[src/rtl/i2c_cond_generator.sv]
// i2c_cond_generator
// Master-side I2C bus-condition generator. Produces START, repeated START
// and STOP conditions on open-drain SCL/SDA drive levels (1 = release,
// 0 = pull low). Setup, hold, low and bus-free times are counted in clk
// cycles.
//
// Optional feature macro: I2C_CLOCK_STRETCH_EN
//   When defined, the phase counter holds in any phase that releases SCL
//   while the sampled SCL pad level is still low. This lets a slave stretch
//   the clock.
//   When undefined, scl_in is ignored.
module i2c_cond_generator #(
    parameter int unsigned T_SU  = 5,
    parameter int unsigned T_HD  = 4,
    parameter int unsigned T_LOW = 5,
    parameter int unsigned T_BUF = 6,
    parameter int unsigned CNT_W = 16
) (
    input  logic       clk,
    input  logic       rst_n,
    input  logic       enable,
    input  logic       cmd_valid,
    input  logic [1:0] cmd,
    input  logic       scl_in,
    output logic       ready,
    output logic       done,
    output logic       err,
    output logic       held,
    output logic       scl_out,
    output logic       sda_out
);

    typedef enum logic [2:0] {
        ST_IDLE  = 3'd0,
        ST_R_LOW = 3'd1,
        ST_S_SU  = 3'd2,
        ST_S_HD  = 3'd3,
        ST_P_LOW = 3'd4,
        ST_P_SU  = 3'd5,
        ST_P_BUF = 3'd6
    } state_t;

    localparam logic [1:0] CMD_START  = 2'b01;
    localparam logic [1:0] CMD_STOP   = 2'b10;
    localparam logic [1:0] CMD_RSTART = 2'b11;

    // Counter reload values: a phase of T cycles loads T-1 and advances at
    // zero. A parameter of 0 is treated as a one-cycle phase.
    localparam logic [CNT_W-1:0] LD_SU  = (T_SU  == 0) ? '0 : CNT_W'(T_SU  - 1);
    localparam logic [CNT_W-1:0] LD_HD  = (T_HD  == 0) ? '0 : CNT_W'(T_HD  - 1);
    localparam logic [CNT_W-1:0] LD_LOW = (T_LOW == 0) ? '0 : CNT_W'(T_LOW - 1);
    localparam logic [CNT_W-1:0] LD_BUF = (T_BUF == 0) ? '0 : CNT_W'(T_BUF - 1);
    localparam logic [CNT_W-1:0] CNT_ONE = {{(CNT_W-1){1'b0}}, 1'b1};

    state_t            state_q, state_d;
    logic [CNT_W-1:0]  cnt_q,   cnt_d;
    logic              scl_q,   scl_d;
    logic              sda_q,   sda_d;
    logic              held_q,  held_d;
    logic              ready_q, ready_d;
    logic              done_q,  done_d;
    logic              err_q,   err_d;

    logic              hold_s;
    logic              phase_end_s;

`ifdef I2C_CLOCK_STRETCH_EN
    // A released SCL that still reads low means a slave is stretching.
    assign hold_s = scl_q & ~scl_in & (state_q != ST_IDLE);
`else
    logic unused_scl_in_s;
    assign unused_scl_in_s = scl_in;
    assign hold_s          = 1'b0;
`endif

    // The last cycle of a phase is the one where the counter sits at zero
    // and is not being held by clock stretching.
    assign phase_end_s = ~hold_s & (cnt_q == '0);

    // Next-state, counter and output-level computation.
    always_comb begin
        state_d = state_q;
        cnt_d   = cnt_q;
        scl_d   = scl_q;
        sda_d   = sda_q;
        held_d  = held_q;
        done_d  = 1'b0;
        err_d   = 1'b0;

        // Generic phase countdown; transitions below override the reload.
        if (state_q != ST_IDLE && !hold_s && cnt_q != '0) begin
            cnt_d = cnt_q - CNT_ONE;
        end else begin
            cnt_d = cnt_q;
        end

        case (state_q)
            ST_IDLE: begin
                if (cmd_valid && ready_q && enable) begin
                    case (cmd)
                        CMD_START: begin
                            if (!held_q) begin
                                state_d = ST_S_SU;
                                cnt_d   = LD_SU;
                                scl_d   = 1'b1;
                                sda_d   = 1'b1;
                            end else begin
                                err_d   = 1'b1;
                            end
                        end
                        CMD_STOP: begin
                            if (held_q) begin
                                state_d = ST_P_LOW;
                                cnt_d   = LD_LOW;
                                scl_d   = 1'b0;
                                sda_d   = 1'b0;
                            end else begin
                                err_d   = 1'b1;
                            end
                        end
                        CMD_RSTART: begin
                            if (held_q) begin
                                state_d = ST_R_LOW;
                                cnt_d   = LD_LOW;
                                scl_d   = 1'b0;
                                sda_d   = 1'b1;
                            end else begin
                                err_d   = 1'b1;
                            end
                        end
                        default: begin
                            err_d = 1'b1;
                        end
                    endcase
                end else begin
                    state_d = ST_IDLE;
                end
            end
            ST_R_LOW: begin
                // SDA was released while SCL is low; now raise SCL.
                if (phase_end_s) begin
                    state_d = ST_S_SU;
                    cnt_d   = LD_SU;
                    scl_d   = 1'b1;
                    sda_d   = 1'b1;
                end else begin
                    state_d = ST_R_LOW;
                end
            end
            ST_S_SU: begin
                // SDA falls with SCL high: the START edge.
                if (phase_end_s) begin
                    state_d = ST_S_HD;
                    cnt_d   = LD_HD;
                    scl_d   = 1'b1;
                    sda_d   = 1'b0;
                end else begin
                    state_d = ST_S_SU;
                end
            end
            ST_S_HD: begin
                // Pull SCL low to hand the bus to the byte engine.
                if (phase_end_s) begin
                    state_d = ST_IDLE;
                    scl_d   = 1'b0;
                    sda_d   = 1'b0;
                    held_d  = 1'b1;
                    done_d  = 1'b1;
                end else begin
                    state_d = ST_S_HD;
                end
            end
            ST_P_LOW: begin
                // Raise SCL while keeping SDA low.
                if (phase_end_s) begin
                    state_d = ST_P_SU;
                    cnt_d   = LD_SU;
                    scl_d   = 1'b1;
                    sda_d   = 1'b0;
                end else begin
                    state_d = ST_P_LOW;
                end
            end
            ST_P_SU: begin
                // SDA rises with SCL high: the STOP edge.
                if (phase_end_s) begin
                    state_d = ST_P_BUF;
                    cnt_d   = LD_BUF;
                    scl_d   = 1'b1;
                    sda_d   = 1'b1;
                end else begin
                    state_d = ST_P_SU;
                end
            end
            ST_P_BUF: begin
                // Bus-free time elapsed; bus is released.
                if (phase_end_s) begin
                    state_d = ST_IDLE;
                    scl_d   = 1'b1;
                    sda_d   = 1'b1;
                    held_d  = 1'b0;
                    done_d  = 1'b1;
                end else begin
                    state_d = ST_P_BUF;
                end
            end
            default: begin
                state_d = ST_IDLE;
                cnt_d   = '0;
                scl_d   = 1'b1;
                sda_d   = 1'b1;
                held_d  = 1'b0;
            end
        endcase

        ready_d = (state_d == ST_IDLE);
    end

    // State, counter and registered outputs; reset releases both lines.
    always_ff @(posedge clk or negedge rst_n) begin
        if (!rst_n) begin
            state_q <= ST_IDLE;
            cnt_q   <= '0;
            scl_q   <= 1'b1;
            sda_q   <= 1'b1;
            held_q  <= 1'b0;
            ready_q <= 1'b1;
            done_q  <= 1'b0;
            err_q   <= 1'b0;
        end else begin
            state_q <= state_d;
            cnt_q   <= cnt_d;
            scl_q   <= scl_d;
            sda_q   <= sda_d;
            held_q  <= held_d;
            ready_q <= ready_d;
            done_q  <= done_d;
            err_q   <= err_d;
        end
    end

    assign ready   = ready_q;
    assign done    = done_q;
    assign err     = err_q;
    assign held    = held_q;
    assign scl_out = scl_q;
    assign sda_out = sda_q;

endmodule
[config.mk]
export PLATFORM = sky130hd
export DESIGN_NAME = i2c_cond_generator
export DESIGN_NICKNAME = d
export VERILOG_FILES = /design/src/rtl/i2c_cond_generator.sv
export SDC_FILE = /design/constraint.sdc
export NUM_CORES = 1
export LEC_CHECK = 0
export CAP_MARGIN = 20
export CORE_UTILIZATION = 40
export DETAILED_ROUTE_END_ITERATION = 10
export SYNTH_ARGS = -nofsm -noshare
export SYNTH_HDL_FRONTEND = slang
export SYNTH_SLANG_ARGS = --single-unit
[constraint.sdc]
create_clock -name clk -period 2.33 [get_ports clk]
set_input_delay 0.3495 -clock clk [delete_from_list [all_inputs] [get_ports clk]]
set_output_delay 0.3495 -clock clk [all_outputs]
set_load 0.03 [all_outputs]
==> metrics.md <==
| Metric | Value |
|---|---|
| Slew HR | `69.9%` |
| CP endpoint kind | `flop` |
| Worst-case clock skew | `3.33 ps` |
| Final net count | `184` |
| Die X | `63.7 um` |
| # IOs | `13` |
| Worst R2R Path Depth | `8` |
| Grt total ovfl | `0` |
| Internal power | `0.565 mW` |
| Actual slew at the worst max-slew pin | `452 ps` |
| Static leakage | `0.645 nW` |
| Critical path arrival | `2230 ps` |
| Status | `finished, final reports clean` |
| Sequential share of the synthesized area | `41.3%` |
| Hold/Removal Path Class | `in2async` |
| Final setup viols | `0` |
| Count of pins over their slew limit | `0` |
| Worst hold slack | `428 ps` |
| Post-route cell area | `1760 sq um` |
| CTS tree | `yes` |
| Syn Inst Count | `159` |
| P_sw | `0.163 mW` |
| Max-Cap Viols | `0` |
| Num Clock Sinks | `25` |
| Filler cell count | `353` |
| Synth cell types | `48` |
| Fmax | `484 MHz` |
| Ys Warns | `0` |
| Gr usage total | `17.3%` |
| CTS resizes | `0` |
| Final Power | `0.729 mW` |
| Reg power frac | `59.5%` |
| Antenna violations before repair | `0` |
| Clock power frac | `37.4%` |
| Die height | `63.7 um` |
| Dpl hpwl | `2300 um` |
| Pwr Density | `415 nW/um^2` |
| DRC | `0` |
| CP peak stage delay | `420 ps` |
| Final core utilization | `47.9%` |
| Sw frac | `22.4%` |
| Floorplan row count | `22` |
| Die area | `4060 sq um` |
| Placed instance area | `1710 sq um` |
| Core ar. | `3660 sq um` |
| GP Congestion | `0.803` |
| Mapped Nets | `168` |
| CTS Buf Count | `3` |
| CP max-delay cell | `dfrtp_1` |
| H-tree depth | `1` |
| Clk root buf | `clkbuf_8` |
| Critical-path cell list | `inv_1, ha_1, nor4b_2, nand4_4, nand3_1, and3_1, buf_4, o21bai_1` |
| CP Class | `reg2reg` |
| Largest net degree at the start of global routing | `26` |
| Via count | `1261` |
| Share of cells above drive strength 1 | `16.7%` |
| Post-Syn Area | `1520 sq um` |
| Avg Cell Area, Syn | `9.58 sq um` |
| Routed WL per cell | `14.2 um` |
| Synth Register Bits | `25` |
| Worst Path Max Fanout | `14` |
| Vias/cell | `5.68` |
| Fin. Hold Viols | `0` |
| Setup TNS | `0 ps` |
| Clock latency on the worst-skew pair | `270 ps` |
| Port buffer count | `11` |
| Synthesis-to-layout area growth | `15.2%` |
| Setup crit start kind | `flop` |
| CTS clk-pin slew, worst paths | `90 ps` |
| Vias in the first global route | `1209` |
| Comb pwr share | `3.0%` |
| Post-CTS Hold Buffers | `0` |
| Routed Antenna Nets | `0` |
| Post-CTS Setup Bufs | `0` |
| Reg-to-reg startpoint | `cnt_q[0]` |
| 1st-pass router iterations | `4` |
| Final period util | `88.6%` |
| RSZ-0062 raised after global routing | `false` |
| Starting Density | `41.6%` |
| CTS max path bufs | `2` |
| Total wire length | `3150 um` |
| Min cycle time layout | `2060 ps` |
| Global-route wire length before repair | `5540 um` |
| Maximum VDD drop | `0.161 mV` |
| Diodes inserted | `0` |
| CP Data Required Time | `2500 ps` |
| Initial DRC count | `66` |
| Crit path from | `cnt_q[0]` |
state kept, by name (all words and copies together) (netlist names):
name and flops:
held 1, done 1, state_q 3, scl_out 1
ready 1, cnt_q 16, err 1, sda_out 1
placed cells by master, fill, tap and decap left out, drive strengths merged, types with 3 or more instances in the layout:
cell type | netlist | final
dfrtp | 22 | 22
nor2 | 17 | 17
a21oi | 14 | 14
clkdlybuf4s50 | 0 | 11
nand3 | 11 | 11
nand2 | 10 | 10
xor2 | 10 | 10
o21ai | 7 | 7
buf | 4 | 7
nor3 | 7 | 7
inv | 5 | 5
nand4 | 5 | 5
nand2b | 3 | 3
and3 | 3 | 3
o211ai | 3 | 3
clkbuf | 3 | 3
dfstp | 3 | 3
power groups by stage:
| stage | clock [mW] | sequential, mW | combinational, mW |
|---|---|---|---|
| 6_report | 0.273 | 0.434 | 0.0219 |
| 5_1_grt | 0.302 | 0.434 | 0.0248 |
| 4_1_cts | 0.275 | 0.434 | 0.0228 |
| 3_5_place_dp | 0 | 0.442 | 0.0227 |
| 3_3_place_gp | 0 | 0.442 | 0.0225 |
| 2_1_floorplan | 0 | 0.442 | 0.00208 |
layout make-up:
class,count,area [sq um],share of cell area [%]
Sequential cell,25,629,35.9
Timing Repair Buffer,18,163,9.27
Inverter,5,18.8,1.07
Clock buffer,3,41.3,2.35
Tap cell,48,60.1,3.42
Clock inverter,1,7.51,0.428
Multi-Input combinational cell,122,836,47.6
critical path, delay by kind of cell, from the launching register on:
| family | cells | cell delay, ps |
|---|---|---|
| and+or+nand+nor | 4 | 940 |
| AOI/OAI and AO/OA | 1 | 100 |
| adders and majority gates | 1 | 170 |
| DFF | 1 | 420 |
| buffers and inverters | 2 | 320 |
layer usage:
layer	wire length [um]	vias up	GRT usage, %	share of wire [%]
li1	-	606	-	-
met1	1390	621	21.5	44
met2	1640	30	30.7	52
met3	92	4	2.17	2.9
met4	33	0	5.11	1.0
met5	0	-	0	0
cell usage after synthesis, drive strengths merged:
cell type / number / area share [%]
nor2: 17 / 4.2
nor4b: 1 / 0.98
or4: 1 / 0.74
nor3: 7 / 4.1
o311ai: 1 / 0.57
dfstp: 3 / 5.2
a21oi: 14 / 4.8
and3: 3 / 1.2
and2: 1 / 0.57
a21boi: 1 / 0.49
mux2i: 2 / 1.3
nand4: 5 / 3.0
inv: 5 / 1.2
mux2: 1 / 0.74
nand3: 11 / 3.9
o31ai: 2 / 0.98
o311a: 1 / 0.66
and3b: 1 / 0.57
nor2b: 2 / 0.82
nand3b: 2 / 0.98
xor2: 10 / 5.7
nor3b: 1 / 0.49
dfrtp: 22 / 36
and4: 1 / 0.57
a31o: 1 / 0.57
or2: 1 / 0.41
buf: 4 / 1.9
o211ai: 3 / 1.5
nor4: 2 / 2.8
nand2: 10 / 2.5
o21bai: 1 / 0.49
nand2b: 3 / 1.2
nand4b: 2 / 1.1
or3: 2 / 1.1
a22oi: 1 / 0.49
clkbuf: 3 / 0.74
o2111ai: 1 / 0.57
o21ai: 7 / 2.3
a21o: 1 / 0.49
ha: 2 / 1.6
through the flow:
stage	setup slack (ps)	instances
floorplan	533	159
global placement	277	218
detailed placement	267	218
CTS	301	222
global route	99.0	222
finish	265	222
kinds of logic after synthesis:
logic type,Yosys count,share of synthesized area [%]
and+or+nand+nor,73,31.4
AOI/OAI and AO/OA,34,14.0
DFF,25,41.3
buffers and inverters,12,3.86
xor gates and xnor gates,10,5.75
muxes,3,2.05
adders and majority gates,2,1.64
worst paths after layout:
check | endpoint | slack, ps
max | cnt_q[1] | 270
min | cnt_q[11] | 430
max reg2reg | cnt_q[1] | 270
min reg2reg | scl_out | 480
max in group asynchronous | ready | 1610
min in group clk | scl_out | 480
(Power assumes the default switching activity.)
